**src/rtl/uart_rx_sampler.sv**
```systemverilog
// uart_rx_sampler: UART receive front end. Synchronises the raw rx line,
// validates the start bit at its centre and emits one-clk strobes at every
// bit centre, driven by the baud-rate generator's oversampling tick.
// Optional parity bit support is compiled in with the UART_RX_PARITY_EN macro;
// without it the frame is start + DATA_BITS + stop and parity_err is tied 0.
module uart_rx_sampler #(
  parameter int OVERSAMPLE  = 16,
  parameter int DATA_BITS   = 8,
  parameter int SYNC_STAGES = 2,
  parameter bit PARITY_ODD  = 1'b0
) (
  input  logic clk,
  input  logic reset,
  input  logic baud_tick,
  input  logic rx_en,
  input  logic rx_in,
  output logic start_bit,
  output logic get_value,
  output logic rx_bit,
  output logic data_received,
  output logic stop,
  output logic framing_err,
  output logic parity_err,
  output logic rx_busy
);

  localparam int TW = $clog2(OVERSAMPLE);
  localparam int BW = $clog2(DATA_BITS + 1);
  localparam logic [TW-1:0] HALF_LAST = TW'(OVERSAMPLE / 2 - 1);
  localparam logic [TW-1:0] FULL_LAST = TW'(OVERSAMPLE - 1);
  localparam logic [BW-1:0] LAST_DATA = BW'(DATA_BITS - 1);

  typedef enum logic [2:0] {IDLE, START, DATA, PARITY, STOP} state_t;

`ifdef UART_RX_PARITY_EN
  localparam state_t AFTER_DATA = PARITY;
`else
  localparam state_t AFTER_DATA = STOP;
`endif

  state_t state, state_next;
  logic [SYNC_STAGES-1:0] sync_q;
  logic [TW-1:0] tick_cnt;
  logic [BW-1:0] bit_cnt;
  logic rx_s;
  logic armed;
  logic half_hit, full_hit, last_data;
  logic start_set, sample_set, stop_set;

  // Shift the asynchronous line through the synchroniser; idle level is 1
  always_ff @(posedge clk or posedge reset) begin
    if (reset) sync_q <= '1;
    else       sync_q <= {sync_q[SYNC_STAGES-2:0], rx_in};
  end

  assign rx_s      = sync_q[SYNC_STAGES-1];
  assign half_hit  = baud_tick && (tick_cnt == HALF_LAST);
  assign full_hit  = baud_tick && (tick_cnt == FULL_LAST);
  assign last_data = (bit_cnt == LAST_DATA);
  assign rx_busy   = (state != IDLE);

  // State register
  always_ff @(posedge clk or posedge reset) begin
    if (reset) state <= IDLE;
    else       state <= state_next;
  end

  // Next-state: walk start, data, optional parity and stop centres; disable aborts
  always_comb begin
    state_next = state;
    if (!rx_en) begin
      state_next = IDLE;
    end else begin
      case (state)
        IDLE:   if (armed && !rx_s) state_next = START;
        START:  if (half_hit) state_next = rx_s ? IDLE : DATA;
        DATA:   if (full_hit && last_data) state_next = AFTER_DATA;
`ifdef UART_RX_PARITY_EN
        PARITY: if (full_hit) state_next = STOP;
`endif
        STOP:   if (full_hit) state_next = IDLE;
        default: state_next = IDLE;
      endcase
    end
  end

  // Output decode: which bit-centre event happens on this clock edge
  always_comb begin
    start_set  = 1'b0;
    sample_set = 1'b0;
    stop_set   = 1'b0;
    if (rx_en) begin
      start_set  = (state == START) && half_hit && !rx_s;
      sample_set = (state == DATA) && full_hit;
      stop_set   = (state == STOP) && full_hit;
    end
  end

  // Datapath: oversample/bit counters, registered strobes, sampled bit and flags
  always_ff @(posedge clk or posedge reset) begin
    if (reset) begin
      tick_cnt      <= '0;
      bit_cnt       <= '0;
      armed         <= 1'b1;
      start_bit     <= 1'b0;
      get_value     <= 1'b0;
      stop          <= 1'b0;
      rx_bit        <= 1'b0;
      data_received <= 1'b0;
      framing_err   <= 1'b0;
    end else begin
      start_bit <= start_set;
      get_value <= sample_set;
      stop      <= stop_set;

      if (state == IDLE || !rx_en) begin
        tick_cnt <= '0;
      end else if (baud_tick) begin
        if ((state == START && tick_cnt == HALF_LAST) || tick_cnt == FULL_LAST)
          tick_cnt <= '0;
        else
          tick_cnt <= tick_cnt + TW'(1);
      end

      if (state == IDLE && rx_s)
        armed <= 1'b1;
      else if (stop_set && !rx_s)
        armed <= 1'b0;

      if (!rx_en) begin
        bit_cnt       <= '0;
        data_received <= 1'b0;
      end else if (start_set) begin
        bit_cnt     <= '0;
        framing_err <= 1'b0;
      end else if (sample_set) begin
        rx_bit  <= rx_s;
        bit_cnt <= bit_cnt + BW'(1);
        if (last_data) data_received <= 1'b1;
      end else if (stop_set) begin
        framing_err   <= ~rx_s;
        data_received <= 1'b0;
      end
    end
  end

`ifdef UART_RX_PARITY_EN
  logic parity_set;
  logic parity_acc;

  assign parity_set = rx_en && (state == PARITY) && full_hit;

  // Running XOR of data bits and parity bit, judged when the stop bit is sampled
  always_ff @(posedge clk or posedge reset) begin
    if (reset) begin
      parity_acc <= 1'b0;
      parity_err <= 1'b0;
    end else if (start_set) begin
      parity_acc <= 1'b0;
      parity_err <= 1'b0;
    end else if (sample_set || parity_set) begin
      parity_acc <= parity_acc ^ rx_s;
    end else if (stop_set) begin
      parity_err <= parity_acc ^ PARITY_ODD;
    end
  end
`else
  logic unused_parity_odd;

  assign unused_parity_odd = PARITY_ODD;
  assign parity_err        = 1'b0;
`endif

endmodule
```
**config.mk**
```make
export PLATFORM = sky130hd
export DESIGN_NAME = uart_rx_sampler
export DESIGN_NICKNAME = d
export VERILOG_FILES = /design/src/rtl/uart_rx_sampler.sv
export SDC_FILE = /design/constraint.sdc
export NUM_CORES = 1
export LEC_CHECK = 0
export ABC_AREA = 0
export BUFFER_PORTS_ARGS = -buffer_cell sky130_fd_sc_hd__buf_4
export CORE_MARGIN = 2
export CORE_UTILIZATION = 60
export CTS_BUF_LIST = sky130_fd_sc_hd__clkbuf_8
export CTS_CLUSTER_SIZE = 10
export DETAILED_ROUTE_END_ITERATION = 10
export GPL_ROUTABILITY_DRIVEN = 1
export HOLD_SLACK_MARGIN = 0.02
export PLACE_DENSITY = 0.83
export SLEW_MARGIN = 0
export SYNTH_ARGS = -nofsm -noshare
export SYNTH_HDL_FRONTEND = slang
export SYNTH_SLANG_ARGS = --single-unit
```
**constraint.sdc**
```tcl
create_clock -name clk -period 2.7 [get_ports clk]
set_clock_uncertainty 0.05 [all_clocks]
set_input_delay 0.54 -clock clk [delete_from_list [all_inputs] [get_ports clk]]
set_output_delay 0.54 -clock clk [all_outputs]
set_load 0.03 [all_outputs]
```
**Word-level counts from Yosys, hierarchy flattened**

Cells that the tools add are included.

- Bitwise gates (word level): 2
- Magnitude comparators: 0
- Multiplexer cells: 26
- Add/sub/neg operators: 2
- Multiply operators: 0
- Eq/ne operators: 15
- Div/mod/pow operators: 0
- Shift-type cells: 0
- Reduce and logical (&&, ||, !) cells: 24

Operator list:

| operator | number |
|---|---|
| two-way mux 4 bit | 6 |
| two-way mux 3 bit | 5 |
| inequality test 3 bit, second input constant | 5 |
| two-way mux 1 bit | 13 |
| case mux 3 bit (4 select lines) | 1 |
| logical AND 1 bit | 11 |
| AND reduction 3 bit | 3 |
| adder 4 x 1 -> 4 bit, second input constant | 2 |
| equality test 4 x 3 -> 1 bit, second input constant | 2 |
| inequality test 3 x 1 -> 1 bit, second input constant | 2 |
| nonzero test 2 bit | 3 |
| equality test 4 bit, second input constant | 1 |
| inequality test 2 bit, second input constant | 2 |
| AND reduction 4 bit | 1 |
| equality test 3 x 1 -> 1 bit, second input constant | 1 |
| equality test 3 x 2 -> 1 bit, second input constant | 1 |
| equality test 3 bit, second input constant | 1 |
| zero test 3 bit | 1 |
| nonzero test 3 bit | 1 |
| zero test 1 bit | 2 |
| logical OR 1 bit | 2 |
| two-way mux 2 bit | 1 |
| NOT 1 bit | 2 |

- Bits in read-only memories: 0
- RAM bits: 0
- Memories kept: 0
- Register bits after elaboration: 20
- Logic and storage cells: 80
- Bits in latches: 0

**Longest topological paths before layout**

- Word-level depth: 8
- Depth in mapped cells: 5
- Mapped depth without buffers: 4

**Worst setup path after synthesis**

No wires, ideal clock.

- Path type: input to register
- Start point: input baud_tick
- End point: register armed
- Library setup time: 0.090 ns
- Arrival: 1.512 ns
- Stages: 4
- Required time: 2.560 ns
- Setup slack: 1.049 ns
- Cells stage by stage: buf_2 -> nand4_2 -> or4_1 -> o2bb2ai_1

- Word-level cells in the longest chain between the ends: 5

Ends and longest elaborated chain:

| item | line | text |
|---|---|---|
| start, declared | 14 | `input logic baud_tick,` |
| logical AND 1 bit | 58 | `assign full_hit = baud_tick && (tick_cnt == FULL_LAST);` |
| logical AND 1 bit | 95 | `stop_set = (state == STOP) && full_hit;` |
| two-way mux 1 bit | 92 | `if (rx_en) begin` |
| logical AND 1 bit | 127 | `else if (stop_set && !rx_s)` |
| nonzero test 2 bit (no source line) | - |  |
| end signal, assigned | 104 | `armed <= 1'b1;` |
| end signal, assigned | 126 | `armed <= 1'b1;` |
| end signal, assigned | 128 | `armed <= 1'b0;` |
| end, declared | 46 | `logic armed;` |

Every way passes these cells.
A chain may end at the register's enable or synchronous reset.

**Final worst setup path**

- Start point: register state[2]
- End point: output rx_busy

- Word-level cells in the longest chain between the ends: 1

Ends and longest elaborated chain:

| item | line | text |
|---|---|---|
| start, declared | 41 | `state_t state, state_next;` |
| start signal, assigned | 65 | `else state <= state_next;` |
| nonzero test 3 bit | 60 | `assign rx_busy = (state != IDLE);` |
| end, declared | 24 | `output logic rx_busy` |

Every way passes these cells.

==> impl_metrics.yaml <==
yosys:
  synth-edff-count: 0
  ys.flop_type: "dfrtp_1"
  synthArstFlopShare: 1.00
  synth_top_area_cell: "dfrtp_1"
  synth_cell_types: 38
  yosys-top-cells-count: "dfrtp_1, a21oi_1"
  netlist_instances: 87
  syn_area_per_cell_um2: 10.9
  synth.most_common_cell: "dfrtp_1"
  synth.area.top_cells: "dfrtp_1, dfstp_2, a21oi_1, or4_1, ha_1"
  synth_fp_nets: 94
  yosys_warnings: 0
  ys_ff_latch: 20
  netlist_area_um2: 950
  yosysSeqAreaShare: 0.531
  netlist.area_leader.share: 0.448
global_route:
  first_global_vias: 568
  antenna_found_initial: 0
  grt_max_degree: 21
  grt_overflow: 0
  grtUsageTotal: 0.185
  grt_pass1_wl_um: 2530
clock_tree:
  cts-htree-levels: 1
  path_clk_slew_ns: 0.07
  cts_tree: "built"
  clk_latency_ns: 0.25
  cts_resized: 0
  cts_setup_buffers: 0
  numCtsBuffers: 3
  ctsHoldBuffers: 0
  cts_sinks: 20
  cts_buffer_depth: 2
  clockRootBuffer: "clkbuf_8"
power_and_ir_drop:
  clockPowerShare: 0.354
  p_comb_frac: 0.065
  switching_share: 0.214
  p_seq_frac: 0.581
  ir_worst_vdd_v: 0.000324
  p_per_area_nw_per_um2: 494
  net-switching-power_w: 0.000114
  p_int_w: 0.000418
  power_leakage_nw: 0.486
worst_hold_path:
  hold_depth: 0
  hp-class: "flip-flop to flip-flop"
placed_design:
  post-place-ws_ns: 0.831
  port_buffers: 11
  hpwl_um: 1200
  gp_congestion: 0.813
sta:
  slew_headroom: 0.530
  setup_violations: 0
  hold_viol: 0
  clock.fmax_mhz: 524
  finalCriticalPeriod_ns: 1.91
  slew_viol_final: 0
  period_share: 0.707
  tightest_slew_ns: 0.704
  finalSetupTns_ns: 0
  rsz0062_at_grt: "no"
  layout_setup_ws_ns: 0.791
drt:
  first_pass_iters: 4
  ant_nets: 0
  wl_per_cell_um: 14.2
  drt_iter0_drc: 13
  drt-total-wl_um: 1620
  drc_errors: 0
  via_per_inst: 5.97
  vias: 681
setup_path:
  crit_type: "flip-flop to primary output"
  arrival_ns: 1.32
  startpoint_type: "flip-flop"
  cp.required_ns: 2.11
  setup.worst_path.end_class: "primary output"
  r2r_cells: 4
  crit_fanout: 6
flow_run:
  cap_violations: 0
floorplan:
  die_area_um2: 1920
  fp-row-count: 14
  initial_utilization: 0.638
  die_w_um: 43.8
  core_um2: 1490
  ioPinCount: 13
  fp.dieH_um: 43.8
status:
  status: "completed"
layout:
  drive_gt1_frac: 0.214
  nets: 106
  diodes: 0
  area_growth_syn_to_layout_pct: 13.3
-- logic make-up after synthesis --
group                      synth area share
AOI/OAI and AO/OA                     0.161
xor gates and xnor gates             0.0184
muxes                                0.0224
DFF                                   0.531
other                               0.00395
adders and majority gates            0.0263
and+or+nand+nor                       0.199
buffers and inverters                0.0382
-- placed cells by master (no fill, tap or decap), drive strengths merged --
cell	count
nand3	3
or4	4
inv	5
conb	1
buf	11
a21o	1
a211oi	1
nor2	4
o41ai	1
xnor2	1
o311ai	1
mux2i	1
dfstp	3
or3	2
nor4	1
xor2	1
a311o	1
o2bb2ai	2
o21bai	1
nand4	2
nor3	2
ha	2
nand2b	4
dfrtp	17
clkbuf	3
and3	1
or4b	1
o31ai	4
nand3b	1
o21ai	4
nand2	4
mux2	1
nand4bb	1
a21oi	6
-- power by group through the flow --
| stage | Clock (W) | Sequential [W] | Combinational [W] |
|---|---|---|---|
| after CTS | 0.000193 | 0.000309 | 0.0000348 |
| after global placement | 0 | 0.000314 | 0.0000343 |
| after floorplan | 0 | 0.000313 | 0.0000249 |
| final | 0.000188 | 0.000309 | 0.0000344 |
| after global routing | 0.000204 | 0.000309 | 0.0000384 |
| after detailed placement | 0 | 0.000314 | 0.0000346 |
-- path summary, 6_finish.rpt --
check                             from          end  slack (ns)
setup / recovery              state[2]      rx_busy        0.79
hold / removal               sync_q[0]    sync_q[1]        0.31
setup reg to reg           tick_cnt[0]  framing_err        0.87
hold reg to reg              sync_q[0]    sync_q[1]        0.31
max in group asynchronous        reset    start_bit        1.80
min in group asynchronous        reset    get_value        0.35
-- per-stage QoR --
step | cells | hold WS, ns | cell area (um^2) | utilization | total power (W)
after detailed placement | 110 | 0.298 | 1030 | 0.692 | 0.000349
final | 114 | 0.310 | 1080 | 0.723 | 0.000532
after global routing | 114 | 0.314 | 1080 | 0.723 | 0.000551
after CTS | 114 | 0.312 | 1080 | 0.723 | 0.000536
after floorplan | 87 | 0.295 | 950 | - | 0.000338
after global placement | 110 | 0.300 | 1030 | 0.692 | 0.000348
-- critical path, cell delays in order (launching register included) --
cell and delay (ns):
dfrtp_1 0.42, or3_1 0.45, buf_4 0.20
-- layout make-up --
class	count	area, um^2
multi-input cells	59	409
flip-flops and latches	20	504
clock inverters	1	3.75
well taps	16	20.0
inverters	4	15.0
repair buffers	11	82.6
clock buffers	3	41.3
fillers	97	413
-- per-layer routing --
metal,global-route usage,wire length [um],vias up
li1,-,-,345
met1,0.281,846,322
met2,0.241,697,12
met3,0.0375,63,2
met4,0.109,9,0
met5,0,0,-
-- flip-flops by register name, indices dropped and copies added, names as in the netlist, 2 cells and up --
| name | cells |
|---|---|
| sync_q | 2 |
| tick_cnt | 4 |
| state | 3 |
| bit_cnt | 4 |
(Power assumes the default switching activity.)
